==> src/rtl/multicycle_control_unit.sv <==
// Multi-cycle control FSM: sequences fetch/decode/execute/mem/writeback over a
// req/ready memory handshake, latches datapath controls and flags illegal opcodes.
module multicycle_control_unit #(
    parameter int OPCODE_W  = 6,
    parameter int FUNCT_W   = 6,
    parameter int ALUCTRL_W = 3,
    parameter int CNT_W     = 32
) (
    input  logic                 clk,
    input  logic                 reset_n,
    input  logic [OPCODE_W-1:0]  opcode,
    input  logic [FUNCT_W-1:0]   funct,
    input  logic                 mem_ready,
    output logic                 mem_req,
    output logic                 mem_we,
    output logic                 ir_write,
    output logic                 pc_write,
    output logic [ALUCTRL_W-1:0] alucntrl,
    output logic                 ALUsrc,
    output logic                 immsel,
    output logic                 memtoreg,
    output logic                 regWrite,
    output logic                 illegal,
    output logic [CNT_W-1:0]     instr_count
);

    localparam logic [OPCODE_W-1:0] OP_RTYPE = OPCODE_W'(6'b000000);
    localparam logic [OPCODE_W-1:0] OP_ADDI  = OPCODE_W'(6'b001000);
    localparam logic [OPCODE_W-1:0] OP_LW    = OPCODE_W'(6'b100011);
    localparam logic [OPCODE_W-1:0] OP_SW    = OPCODE_W'(6'b101011);

    localparam logic [FUNCT_W-1:0] FN_AND = FUNCT_W'(6'b100100);
    localparam logic [FUNCT_W-1:0] FN_OR  = FUNCT_W'(6'b100101);
    localparam logic [FUNCT_W-1:0] FN_SLL = FUNCT_W'(6'b000000);
    localparam logic [FUNCT_W-1:0] FN_SRL = FUNCT_W'(6'b000010);
    localparam logic [FUNCT_W-1:0] FN_SUB = FUNCT_W'(6'b100010);
    localparam logic [FUNCT_W-1:0] FN_ADD = FUNCT_W'(6'b100000);

    typedef enum logic [2:0] {
        S_FETCH,
        S_DECODE,
        S_EXECUTE,
        S_MEM,
        S_WRITEBACK,
        S_TRAP
    } state_t;

    typedef enum logic [1:0] {
        K_ALU,
        K_LOAD,
        K_STORE
    } kind_t;

    state_t               state_q, state_d;
    kind_t                kind_q, kind_d;
    logic [ALUCTRL_W-1:0] alucntrl_q, alucntrl_d;
    logic                 alusrc_q, alusrc_d;
    logic                 immsel_q, immsel_d;
    logic                 memtoreg_q, memtoreg_d;
    logic                 illegal_q, illegal_d;
    logic [CNT_W-1:0]     cnt_q, cnt_d;

    logic       dec_legal;
    logic [2:0] dec_alu;
    logic       dec_src;
    logic       dec_imm;
    logic       dec_m2r;
    kind_t      dec_kind;

    // Instruction decode; only consumed while in DECODE.
    always_comb begin
        dec_legal = 1'b0;
        dec_alu   = 3'b000;
        dec_src   = 1'b0;
        dec_imm   = 1'b0;
        dec_m2r   = 1'b0;
        dec_kind  = K_ALU;
        case (opcode)
            OP_RTYPE: begin
                dec_legal = 1'b1;
                case (funct)
                    FN_AND: dec_alu = 3'b000;
                    FN_OR:  dec_alu = 3'b001;
                    FN_SLL: begin dec_alu = 3'b010; dec_src = 1'b1; end
                    FN_SRL: begin dec_alu = 3'b011; dec_src = 1'b1; end
                    FN_SUB: dec_alu = 3'b100;
                    FN_ADD: dec_alu = 3'b101;
                    default: dec_legal = 1'b0;
                endcase
            end
            OP_ADDI: begin
                dec_legal = 1'b1;
                dec_alu   = 3'b101;
                dec_src   = 1'b1;
                dec_imm   = 1'b1;
            end
            OP_LW: begin
                dec_legal = 1'b1;
                dec_alu   = 3'b101;
                dec_src   = 1'b1;
                dec_imm   = 1'b1;
                dec_m2r   = 1'b1;
                dec_kind  = K_LOAD;
            end
            OP_SW: begin
                dec_legal = 1'b1;
                dec_alu   = 3'b101;
                dec_src   = 1'b1;
                dec_imm   = 1'b1;
                dec_kind  = K_STORE;
            end
            default: dec_legal = 1'b0;
        endcase
    end

    always_comb begin
        state_d    = state_q;
        kind_d     = kind_q;
        alucntrl_d = alucntrl_q;
        alusrc_d   = alusrc_q;
        immsel_d   = immsel_q;
        memtoreg_d = memtoreg_q;
        illegal_d  = illegal_q;
        cnt_d      = cnt_q;
        case (state_q)
            S_FETCH: begin
                if (mem_ready) state_d = S_DECODE;
            end
            S_DECODE: begin
                // Illegal encodings latch neutral controls so nothing stale leaks out.
                kind_d     = dec_legal ? dec_kind : K_ALU;
                alucntrl_d = dec_legal ? ALUCTRL_W'(dec_alu) : '0;
                alusrc_d   = dec_legal & dec_src;
                immsel_d   = dec_legal & dec_imm;
                memtoreg_d = dec_legal & dec_m2r;
                if (dec_legal) begin
                    state_d = S_EXECUTE;
                end else begin
                    state_d   = S_TRAP;
                    illegal_d = 1'b1;
                end
            end
            S_EXECUTE: begin
                state_d = (kind_q == K_ALU) ? S_WRITEBACK : S_MEM;
            end
            S_MEM: begin
                if (mem_ready) begin
                    if (kind_q == K_STORE) begin
                        state_d = S_FETCH;
                        cnt_d   = cnt_q + CNT_W'(1);
                    end else begin
                        state_d = S_WRITEBACK;
                    end
                end
            end
            S_WRITEBACK: begin
                state_d = S_FETCH;
                cnt_d   = cnt_q + CNT_W'(1);
            end
            S_TRAP: state_d = S_TRAP;
            default: state_d = S_FETCH;
        endcase
    end

    always_ff @(posedge clk) begin
        if (!reset_n) begin
            state_q    <= S_FETCH;
            kind_q     <= K_ALU;
            alucntrl_q <= '0;
            alusrc_q   <= 1'b0;
            immsel_q   <= 1'b0;
            memtoreg_q <= 1'b0;
            illegal_q  <= 1'b0;
            cnt_q      <= '0;
        end else begin
            state_q    <= state_d;
            kind_q     <= kind_d;
            alucntrl_q <= alucntrl_d;
            alusrc_q   <= alusrc_d;
            immsel_q   <= immsel_d;
            memtoreg_q <= memtoreg_d;
            illegal_q  <= illegal_d;
            cnt_q      <= cnt_d;
        end
    end

    // Strobes are held low while reset is asserted so an aborted access never
    // writes back or advances the PC in the reset cycle.
    assign mem_req  = reset_n & ((state_q == S_FETCH) | (state_q == S_MEM));
    assign mem_we   = reset_n & (state_q == S_MEM) & (kind_q == K_STORE);
    assign ir_write = reset_n & (state_q == S_FETCH) & mem_ready;
    assign pc_write = reset_n & (state_q == S_FETCH) & mem_ready;
    assign regWrite = reset_n & (state_q == S_WRITEBACK);

    assign alucntrl    = alucntrl_q;
    assign ALUsrc      = alusrc_q;
    assign immsel      = immsel_q;
    assign memtoreg    = memtoreg_q;
    assign illegal     = illegal_q;
    assign instr_count = cnt_q;

endmodule

==> config.mk <==
export PLATFORM = sky130hd
export DESIGN_NAME = multicycle_control_unit
export DESIGN_NICKNAME = d
export VERILOG_FILES = /design/src/rtl/multicycle_control_unit.sv
export SDC_FILE = /design/constraint.sdc
export NUM_CORES = 1
export LEC_CHECK = 0
export ABC_AREA = 1
export BUFFER_PORTS_ARGS = -buffer_cell sky130_fd_sc_hd__clkbuf_2
export CAP_MARGIN = 20
export CORE_MARGIN = 2
export CORE_UTILIZATION = 49
export DETAILED_ROUTE_END_ITERATION = 16
export GPL_TIMING_DRIVEN = 1
export MAX_ROUTING_LAYER = met4
export PLACE_DENSITY_LB_ADDON = 0.3
export RECOVER_POWER = 100
export SETUP_SLACK_MARGIN = 0.02
export SLEW_MARGIN = 20
export SYNTH_ARGS = -nofsm -noshare
export SYNTH_HDL_FRONTEND = slang
export SYNTH_SLANG_ARGS = --single-unit
==> constraint.sdc <==
create_clock -name clk -period 1.4 [get_ports clk]
set_input_delay 0.14 -clock clk [delete_from_list [all_inputs] [get_ports clk]]
set_output_delay 0.14 -clock clk [all_outputs]
set_load 0.05 [all_outputs]
== Word level (Yosys, flattened, before mapping) ==
Cells that the tools add are included.

* Add/sub/neg operators: 1
* Equality and inequality tests: 17
* Mux-type cells: 20
* Bitwise logic cells: 11
* Reductions and logical operators: 11

{| class="wikitable"
|+ Operators with widths
! cell !! count
|-
| 2-to-1 mux 32 bit || 2
|-
| case mux 32 bit (2 select lines) || 1
|-
| == test 6 bit, second input constant || 6
|-
| adder 32 x 1 -> 32 bit, second input constant || 1
|-
| case mux 3 bit (5 select lines) || 2
|-
| 2-to-1 mux 3 bit || 6
|-
| logical NOT 6 bit || 2
|-
| bitwise AND 1 bit || 9
|-
| == test 3 x 2 -> 1 bit, second input constant || 2
|-
| == test 3 bit, second input constant || 2
|-
| == test 6 x 2 -> 1 bit, second input constant || 1
|-
| == test 6 x 4 -> 1 bit, second input constant || 1
|-
| inequality test 2 bit, second input constant || 3
|-
| case mux 3 bit (2 select lines) || 1
|-
| OR reduction 6 bit || 1
|-
| 2-to-1 mux 1 bit || 4
|-
| case mux 1 bit (2 select lines) || 2
|-
| case mux 2 bit (2 select lines) || 1
|-
| AND reduction 2 bit || 2
|-
| == test 3 x 1 -> 1 bit, second input constant || 1
|-
| logical NOT 3 bit || 1
|-
| AND reduction 3 bit || 1
|-
| OR reduction 3 bit || 1
|-
| == test 2 bit, second input constant || 1
|-
| other kinds (6) || 6
|}

* Register bits: 44
* Bits of input ports: 15
* Output and inout bits: 44
* Word-level logic and storage cells: 68

== Logic depth before layout (Yosys ltp) ==
Gate-level depths: netlist of the first run.

* Depth in word-level cells: 6
* Mapped depth: 10

== Least setup slack after synthesis of the first run ==
OpenSTA, ideal clock, no wires.

* Path kind: reg-to-output
* Start: register state_q[0]
* End: output port pc_write
* Arrival: 2.020 ns
* Data required time: 1.260 ns
* Setup slack: -0.760 ns
* Stages on the path, launching flop included: 5
* Cells stage by stage: dfxtp_1 > inv_1 > nand3_1 > nor3_1 > buf_4

* Word-level cells in the longest chain between the ends: 3

{| class="wikitable"
|+ Ends and longest elaborated chain
! item !! RTL line !! text
|-
| from (decl) || 54 || <nowiki>state_t state_q, state_d;</nowiki>
|-
| from (signal assigned) || 176 || <nowiki>state_q <= state_d;</nowiki>
|-
| logical NOT 3 bit || - ||
|-
| bitwise AND 1 bit (2 in series) || - ||
|-
| to (decl) || 17 || <nowiki>output logic pc_write,</nowiki>
|}

No other way between the ends.

== Worst setup path in the final report of the first run ==
* Start: register state_q[0]
* End: output port ir_write

* Word-level cells in the longest chain between the ends: 3

{| class="wikitable"
|+ Ends and longest elaborated chain
! item !! RTL line !! text
|-
| logical NOT 3 bit || 191 || <nowiki>assign ir_write = reset_n & (state_q == S_FETCH) & mem_ready;</nowiki>
|-
| bitwise AND 1 bit (2 in series) || 191 ||
|-
| to (decl) || 16 || <nowiki>output logic ir_write,</nowiki>
|}

No other way between the ends.

==> results.md, run 1 <==
* Final ANT Viol Nets at 0
* Dpl hpwl at 5.86 mm
* Failing checks: setup timing
* Final setup fails at 31
* # clock sinks at between 40 and 50
* CTS buffer count at 5
* HP Class: in -> reg
* Mux share of post-synthesis cell area at 0%
* Clk_skew at about 9.5 ps
* Initial antenna violation count at 0
* Top post-synthesis cells by area: dfxtp_1 33%, nand2_1 22%, nor2_1 11%
* Design area at just under 4000 um^2
* Fraction of synthesized cell area in xor and xnor cells at 1.97%
* Max-Cap Viols at 0
* Power density cells at 757 nW/um^2
* Final worst slack at -115 ps
* Crit path kind: reg -> out
* Register area share after synthesis at 32.9%
* Routability Congestion at around 0.95
* CP required at 1260 ps
* Final Cycle Share at 108%
* Clk buf depth at 2
* Critical Path Start Type: flop
* Synth cell types at 31
* DR vias at 3,395
* Largest family of logic cells by synthesized area: simple AND/OR/NAND/NOR gates
* Final Hold Viols at 0
* Net Count, Synth at 468
* CTS tree: done
* Max Slew Vio Count at 0
* Die height at 77.9 um
* Yosys warnings at 0
* Cell taking the most area after synthesis: dfxtp_1
* Status: complete, but fails checks
* First-pass GRT wire length at 13.4 mm
* Root Buffer: clkbuf_8
* I/O pin total at 59
* Worst setup EP type: output pin
* Share of the synthesized area in the top cell type at 32.9%
* Simple logic cell fraction of the synthesized area at 45.1%
* Synthesized area per cell at 5.92 um^2
* Grt total ovfl at 0
* Pre-antenna DRT Iters at 5
* Worst Hold Margin at around 170 ps
* Crit-path max FO at 4
* Relative slew slack at between 50% and 60%
* Routed vias/inst at roughly 5.4
* Gate Count Post-Synth at between 400 and 500
* Synth Register Bits at 44
* Initial drt markers at 365
* Post-synth EDFFs at 0
* # H-tree levels at 2
* GRT Total Usage at 28.4%
* Core ar. at 5170 um^2
* Synth Area in Compound Gates at a little over a tenth
* Synth-to-layout area growth at 46.7%
* Post-Synth Adder-Cell Area at 0.468%
* Share of cells above drive strength 1 at 37.9%
* Clock transition at the registers of the reported paths at approximately 90 ps
* Std cell rows at 26
* Initial Util at about half
* Routed length per instance at 14.7 um
* Synth async-reset ratio at 0%
* Fmax at 0.660 GHz
* DRC violations left at 0
* Die Area at 6060 um^2
* Min cycle time layout at 1520 ps
* Buffers on Ports at 58
* Cell Area, Synth at 2670 um^2
* Routed wire length at between 9 and 10 mm
* Die W at between 70 and 80 um
* Static leakage at approximately 1.6 nW
* Final net count at roughly 570
* Worst vdd ir at 0.560 mV
* Slew @ Worst Pin at approximately 610 ps
* N_diodes at 0
* Util after Layout at 75.8%
* Worst EP arrival at 1380 ps
* Hold_buf cts at 0
* Largest net degree at the start of global routing at 27
* DP Area at 3360 um^2
* Clk Latency, worst-skew pair at 310 ps
* Ys flop type: dfxtp_1
* RSZ-0062 raised after global routing: true
* Number of global-route vias before repair at between 2,000 and 3,000
critical path, cell delays in order (launching register included):
cell     delay, ps
dfxtp_4        390
inv_4           60
buf_6          100
nand3_4         90
nor3_4         230
buf_8          190
flip-flops by register name, indices dropped and copies added, names as in the netlist:
register     cells
memtoreg         1
immsel           1
alucntrl         3
instr_count     32
ALUsrc           1
state_q          3
kind_q           2
illegal          1
final cells by class:
class	instances	area [um^2]
clock buffers	7	108
clock inverters	1	8.76
fillers	388	1250
inverters	48	195
multi-input cells	352	1860
flip-flops and latches	44	965
well taps	70	87.6
repair buffers	104	702
report_power, final:
| group | total (mW) | switching (mW) | internal [mW] |
|---|---|---|---|
| registers | 1.30 | 0.0393 | 1.26 |
| clock network | 1.00 | 0.491 | 0.513 |
| logic | 0.662 | 0.417 | 0.245 |
cells in the final DEF (no fill, tap or decap), drive strengths merged, types with 3 or more instances in the layout:
master / instances
dfxtp: 44
nor2: 87
nand4: 7
a31oi: 4
o21ai: 13
nand3: 29
buf: 52
xor2: 4
a21oi: 32
inv: 48
nor3: 3
clkbuf: 59
nand2: 160
through the flow:
step                      instances  power, mW  setup slack [ps]  setup TNS, ps
after floorplan                 452       1.64              -275           -402
after global placement          600       1.77             0.725              0
after detailed placement        600       1.79             -13.6          -21.7
after CTS                       619       2.86             -60.7           -189
after global routing            626       3.06              -169          -3360
final                           626       2.97              -115          -1420
logic make-up after synthesis:
kind of cell    after synthesis
fa+ha+maj                     1
simple gates                291
compound gates               54
flops                        44
buf+inv                      56
xor+xnor                      6
layer usage:
layer  track usage, %  vias to the layer above  wire length, um
li1                 -                     1638                -
met1             37.8                     1528             3840
met2             45.3                      191             4300
met3             4.30                       38              734
met4             7.14                        0              345
met5                -                        -                0
synthesized netlist by cell type (2+ instances only):
| cell | number |
|---|---|
| o21ai_1 | 2 |
| buf_4 | 3 |
| nor2_2 | 6 |
| nand3b_1 | 2 |
| nor3_1 | 3 |
| xnor2_1 | 2 |
| nor2_1 | 79 |
| nand4_1 | 7 |
| dfxtp_1 | 44 |
| o21ai_0 | 10 |
| and2_1 | 2 |
| a21oi_1 | 32 |
| a31oi_1 | 4 |
| nor2_4 | 2 |
| nand3_1 | 29 |
| o21a_1 | 2 |
| inv_1 | 46 |
| nand2_1 | 158 |
| clkbuf_1 | 4 |
| xor2_1 | 4 |
worst paths after layout:
path              slack (ps)  cells after the start              to       start
setup / recovery        -120                      5        ir_write  state_q[0]
hold / removal           170                      4     alucntrl[2]    funct[2]
setup reg to reg        -110                      7  instr_count[3]  state_q[1]
hold reg to reg          460                      2         illegal     illegal
timing repair:
| item | in CTS | in global routing |
|---|---|---|
| gates cloned | 0 | 0 |
| pin swaps | 10 | 12 |
| endpoints found under the setup margin | 29 | 47 |
| setup buffers | 11 | 7 |
| gates resized for setup | 35 | 66 |
No activity file was read; power rests on OpenSTA's default activity.
==> run 2, diff against run 1 <==
SKIP_LAST_GASP = 1   (was not set)
==> run 2 against run 1 <==
Effect of this change: the flow still finishes with violations (setup timing); die area unchanged; worst setup slack got worse by 27 ps; flip-flop and latch count unchanged; combinational power increased by 6.2%; largest power group unchanged; sequential power about the same; sequential share of layout area decreased by 0.71 points; core utilization increased by 2.5 points; fmax decreased by 1.7%; wire length increased by 7.2%; highest routed layer unchanged; clock power about the same; largest cell class unchanged.
==> results.md, run 2 (synthesis gave the netlist of run 1 again) <==
* Status: complete, but fails checks (unchanged)
* Failing checks: setup timing (unchanged)
* Util after Layout at 78.3% (was 75.8%)
* Die Area at 6060 um^2 (unchanged)
* Clk_skew at 7.56 ps (was 9.46 ps)
* First-pass GRT wire length at 13.4 mm (about the same)
* Buffers on Ports at 58 (unchanged)
* Static leakage at 1.65 nW (was 1.62 nW)
* Initial antenna violation count at 0 (unchanged)
* P_int at 2.04 mW (was 2.02 mW)
* Crit path kind: reg -> reg (was reg -> out)
* Final net count at 577 (was 571)
* # H-tree levels at 2 (unchanged)
* Fill cells at 360 (was 388)
* CTS tree: done (unchanged)
* Worst EP arrival at 1780 ps (was 1380 ps)
* Final Hold Viols at 0 (unchanged)
* Final ANT Viol Nets at 0 (unchanged)
* Initial Util at 51.7% (unchanged)
* CP required at 1640 ps (was 1260 ps)
* Grt total ovfl at 0 (unchanged)
* Inst Count DP at 600 (unchanged)
* Post-route insts no fill at 632 (was 626)
* Initial drt markers at 420 (was 365)
* Dpl hpwl at 5.86 mm (unchanged)
* GRT Total Usage at 28.3% (was 28.4%)
* Core ar. at 5170 um^2 (unchanged)
* Worst vdd ir at 0.613 mV (was 0.560 mV)
* # clock sinks at 44 (unchanged)
* Worst setup EP type: flop (was output pin)
* Clock power frac at 33.2% (was 33.8%)
* NetSw at 961 uW (was 947 uW)
* Routed length per instance at 15.6 um (was 14.7 um)
* Routability Congestion at 0.952 (unchanged)
* Clock transition at the registers of the reported paths at 90 ps (about the same)
* TNS Setup at -1450 ps (was -1420 ps)
* Slew @ Worst Pin at 642 ps (was 611 ps)
* Tot Pwr at 3.00 mW (was 2.97 mW)
* Hold_buf cts at 0 (unchanged)
* DP Area at 3360 um^2 (unchanged)
* Final Cycle Share at 110% (was 108%)
* Most frequent cells in the layout: 140 x nand2_1, 45 x clkbuf_2, 44 x nor2_1 (was 147 x nand2_1, 49 x nor2_1, 45 x clkbuf_2)
* DR vias at 3,535 (was 3,395)
* Final setup fails at 25 (was 31)
* Fmax at 0.648 GHz (was 0.660 GHz)
* Routed vias/inst at 5.59 (was 5.42)
* RSZ-0062 raised after global routing: true (unchanged)
* Number of global-route vias before repair at 2,846 (was 2,801)
* Share of cells above drive strength 1 at 41.3% (was 37.9%)
* Clk Latency, worst-skew pair at 310 ps (about the same)
* Critical Path Start Type: flop (unchanged)
* Dpl ws at -13.6 ps (unchanged)
* I/O pin total at 59 (unchanged)
* Clk buf depth at 2 (unchanged)
* Flop pwr share at 43.3% (was 43.9%)
* Max Slew Vio Count at 0 (unchanged)
* Crit-path max FO at 7 (was 4)
* Min cycle time layout at 1540 ps (was 1520 ps)
* Sw frac at 32.1% (was 31.9%)
* Power density cells at 741 nW/um^2 (was 757 nW/um^2)
* Pre-antenna DRT Iters at 7 (was 5)
* Most common cell after layout, fill and taps aside: nand2_1 (unchanged)
* HP Class: in -> reg (unchanged)
* Std cell rows at 26 (unchanged)
* Max reg flops at 32 (unchanged)
* Final worst slack at -142 ps (was -115 ps)
* Max-Cap Viols at 0 (unchanged)
* Comb pwr share at 23.4% (was 22.3%)
* Synth-to-layout area growth at 51.4% (was 46.7%)
* Relative slew slack at 57.4% (was 59.5%)
* Die height at 77.9 um (unchanged)
* Die W at 77.9 um (unchanged)
* N_diodes at 0 (unchanged)
* Root Buffer: clkbuf_8 (unchanged)
* Largest net degree at the start of global routing at 27 (unchanged)
* Design area at 4050 um^2 (was 3920 um^2)
* Worst Hold Margin at 167 ps (was 173 ps)
* DRC violations left at 0 (unchanged)
* Routed wire length at 9.88 mm (was 9.22 mm)
* CTS buffer count at 5 (unchanged)
[run 2: changes by cell type in the layout (fill, tap and decap cells not counted), moves of 2 or more]
cell     previous run  this run
nor2_2             25        28
nand2_2             8        16
buf_4              39        41
nor2_1             49        44
nand2_1           147       140
nor2_4             13        15
[run 2: final timing paths]
check	slack (ps)	from	to	cells past startpoint
worst min register to register	470	illegal	illegal	2
worst min-delay path	170	funct[2]	alucntrl[2]	4
worst max register to register	-140	instr_count[1]	instr_count[26]	9
worst max-delay path	-140	instr_count[1]	instr_count[26]	9
[run 2: worst max-delay path: stages, from the launching register on]
cell     delay, ps
dfxtp_4        390
ha_4           190
nand3_4        100
nor2_4         110
nand3_2        100
nor2_4         220
nand3_2         90
nand2_1         80
nand2_1         60
nor2_1         120
[run 2: timing repair]
action,CTS,global route
hold endpoints to repair,0,0
cloned,0,2
gates resized for setup,34,87
setup endpoints to repair,29,44
buffers inserted,11,13
pin swaps,10,17
[run 2: per-layer routing]
layer	vias to the layer above	routed length, um	GRT usage, %	share of wire, %
met3	48	919	4.65	9.3
met4	0	394	8.93	4.0
met1	1597	4130	37.2	42
met5	-	0	-	0
met2	245	4440	44.7	45
li1	1645	-	-	-
[run 2: power by group through the flow]
stage                     sequential, mW  combinational (mW)  clock, mW
after floorplan                     1.38               0.256          0
after global placement              1.31               0.459          0
after detailed placement            1.32               0.472          0
after CTS                           1.29               0.558       1.01
after global routing                1.30               0.737       1.05
final                               1.30               0.703      0.996
[run 2: layout make-up]
class	count	area [um^2]	share of cell area (%)
inverters	48	193	4.76
repair buffers	109	771	19.0
multi-input cells	353	1910	47.3
clock inverters	1	8.76	0.216
clock buffers	7	108	2.66
flip-flops and latches	44	967	23.9
well taps	70	87.6	2.16
==> run 3, diff against run 2 <==
BUFFER_PORTS_ARGS = -buffer_cell sky130_fd_sc_hd__buf_2   (was -buffer_cell sky130_fd_sc_hd__clkbuf_2)
HOLD_SLACK_MARGIN = 0.08   (was not set)
clock period = 1.28 ns   (was 1.4 ns; I/O delays follow)
==> run 3 against run 2 <==
Effect of this change: the run still ends with setup timing left; register-to-register slack got worse by 160 ps; wire length barely moved; hold slack got worse by 3.4 ps; power rose by 0.31%; count of clock-buffer cells in the layout is the same; final cell count up 1.1%; core utilization increased by 1.7 points; clock power down 9.2%; design area increased by 2.2%; highest routed layer unchanged.
==> results.md, run 3 (synthesis gave the netlist of run 1 again) <==
* Status: complete, but fails checks (unchanged)
* Failing checks: setup timing (unchanged)
* Root Buffer: clkbuf_8 (unchanged)
* Critical Path Start Type: flop (unchanged)
* Crit Reg-Reg Endpoint: instr_count[23] (was instr_count[26])
* Sw frac at 33.7% (was 32.1%)
* Power density cells at 727 nW/um^2 (was 741 nW/um^2)
* CP required at 1480 ps (was 1640 ps)
* Most frequent cells in the layout: 137 x nand2_1, 47 x buf_4, 45 x nor2_1 (was 140 x nand2_1, 45 x clkbuf_2, 44 x nor2_1)
* RSZ-0062 raised after global routing: true (unchanged)
* I/O pin total at 59 (unchanged)
* Worst vdd ir at 0.672 mV (was 0.613 mV)
* Initial Util at 51.7% (unchanged)
* HP Class: in -> reg (unchanged)
* N_diodes at 0 (unchanged)
* Worst reg2reg path depth at 10 (was 9)
* Dpl hpwl at 6.12 mm (was 5.86 mm)
* Min cycle time layout at 1580 ps (was 1540 ps)
* Synth-to-layout area growth at 54.7% (was 51.4%)
* R2R Setup Slk at -300 ps (was -140 ps)
* Routed vias/inst at 5.46 (was 5.59)
* Clk_skew at 15.4 ps (was 7.56 ps)
* Hold_buf cts at 0 (unchanged)
* CP startpoint: instr_count[1] (unchanged)
* Comb pwr share at 23.7% (was 23.4%)
* Final net count at 584 (was 577)
* Die Area at 6060 um^2 (unchanged)
* Routability Congestion at 0.948 (was 0.952)
* Final worst slack at -297 ps (was -142 ps)
* NetSw at 1.01 mW (was 961 uW)
* Std cell rows at 26 (unchanged)
* Buffers on Ports at 58 (unchanged)
* Inst Count DP at 614 (was 600)
* Most common cell after layout, fill and taps aside: nand2_1 (unchanged)
* Routed length per instance at 15.5 um (was 15.6 um)
* Worst setup EP type: flop (unchanged)
* Crit path kind: reg -> reg (unchanged)
* Slew @ Worst Pin at 454 ps (was 642 ps)
* Flop pwr share at 46.3% (was 43.3%)
* CTS buffer count at 5 (unchanged)
* GRT Total Usage at 29.6% (was 28.3%)
* Clk buf depth at 2 (unchanged)
* Worst EP arrival at 1780 ps (about the same)
* First-pass GRT wire length at 14.0 mm (was 13.4 mm)
* DR vias at 3,489 (was 3,535)
* Max Slew Vio Count at 0 (unchanged)
* CTS tree: done (unchanged)
* Initial drt markers at 365 (was 420)
* Tot Pwr at 3.01 mW (was 3.00 mW)
* Largest net degree at the start of global routing at 27 (unchanged)
* # clock sinks at 44 (unchanged)
* Die W at 77.9 um (unchanged)
* Final ANT Viol Nets at 0 (unchanged)
* Crit path to: instr_count[23] (was instr_count[26])
* Clock transition at the registers of the reported paths at 90 ps (about the same)
* Fill cells at 348 (was 360)
* Relative slew slack at 69.7% (was 57.4%)
* Fmax at 0.634 GHz (was 0.648 GHz)
* Max reg flops at 32 (unchanged)
* Routed wire length at 9.89 mm (was 9.88 mm)
* P_int at 2.00 mW (was 2.04 mW)
* Clock power frac at 30.0% (was 33.2%)
* DP Area at 3550 um^2 (was 3360 um^2)
* Dpl ws at -123 ps (was -13.6 ps)
* Core ar. at 5170 um^2 (unchanged)
* Combined area of the multi-input logic cells at 1960 um^2 (was 1910 um^2)
* # H-tree levels at 2 (unchanged)
* DRC violations left at 0 (unchanged)
* Clk Latency, worst-skew pair at 310 ps (about the same)
* Initial antenna violation count at 0 (unchanged)
* Number of global-route vias before repair at 3,057 (was 2,846)
* Final Cycle Share at 123% (was 110%)
* Static leakage at 1.76 nW (was 1.65 nW)
* Max-Cap Viols at 0 (unchanged)
* Design area at 4140 um^2 (was 4050 um^2)
* FF/Latch Area at 1000 um^2 (was 967 um^2)
* R2R Path Start: instr_count[1] (unchanged)
* Final setup fails at 38 (was 25)
* Die height at 77.9 um (unchanged)
* Pre-antenna DRT Iters at 5 (was 7)
* Share of cells above drive strength 1 at 44.8% (was 41.3%)
* Final Hold Viols at 0 (unchanged)
* Grt total ovfl at 0 (unchanged)
* Crit-path max FO at 5 (was 7)
* Post-route insts no fill at 639 (was 632)
-- run 3: routing by layer --
layer  GRT usage (%)  up-vias  routed length [um]
li1                -     1673                   -
met1            38.3     1582                4120
met2            48.5      187                4780
met3            4.30       47                 711
met4            7.68        0                 283
met5               -        -                   0
-- run 3: stage by stage --
step	util [%]	TNS, ps	hold slack [ps]
finish	80.0	-3840	164
global route	80.0	-6700	194
CTS	75.0	-2430	168
detailed placement	68.7	-1490	452
global placement	68.7	-489	435
floorplan	-	-1920	256
-- run 3: cell type report --
cell class,instances,share of cell area [%]
Multi-Input combinational cell,353,47.5
Sequential cell,44,24.2
Timing Repair Buffer,116,19.7
Inverter,48,4.60
Tap cell,70,2.12
Clock buffer,7,1.84
Clock inverter,1,0.121
-- run 3: how the worst min path moves through the flow --
stage | start | to | cells past startpoint
after floorplan | reset_n | instr_count[5] | 2
after global placement | illegal | illegal | 2
after detailed placement | memtoreg | memtoreg | 2
after CTS | funct[0] | alucntrl[2] | 4
after global routing | funct[2] | alucntrl[2] | 4
final | funct[0] | alucntrl[2] | 4
-- run 3: power by group through the flow --
stage,sequential [mW],combinational (mW),clock (mW)
floorplan,1.48,0.292,0
global placement,1.41,0.550,0
detailed placement,1.41,0.567,0
CTS,1.38,0.635,0.882
global route,1.40,0.757,0.962
finish,1.39,0.712,0.904
-- run 3: what timing repair did --
action,CTS,global route
buffers inserted,8,10
gates resized for setup,54,67
pin swaps,17,23
endpoints found under the setup margin,39,47
gates cloned,1,0
-- run 3: critical path: stages (launching register included) --
cell,delay (ps)
dfxtp_4,370
buf_6,110
nand2_4,60
nor2_4,200
nand3_2,100
nor2_1,100
nand2_1,110
nor2_1,150
nand2_1,100
nand2_1,100
nor2_1,50
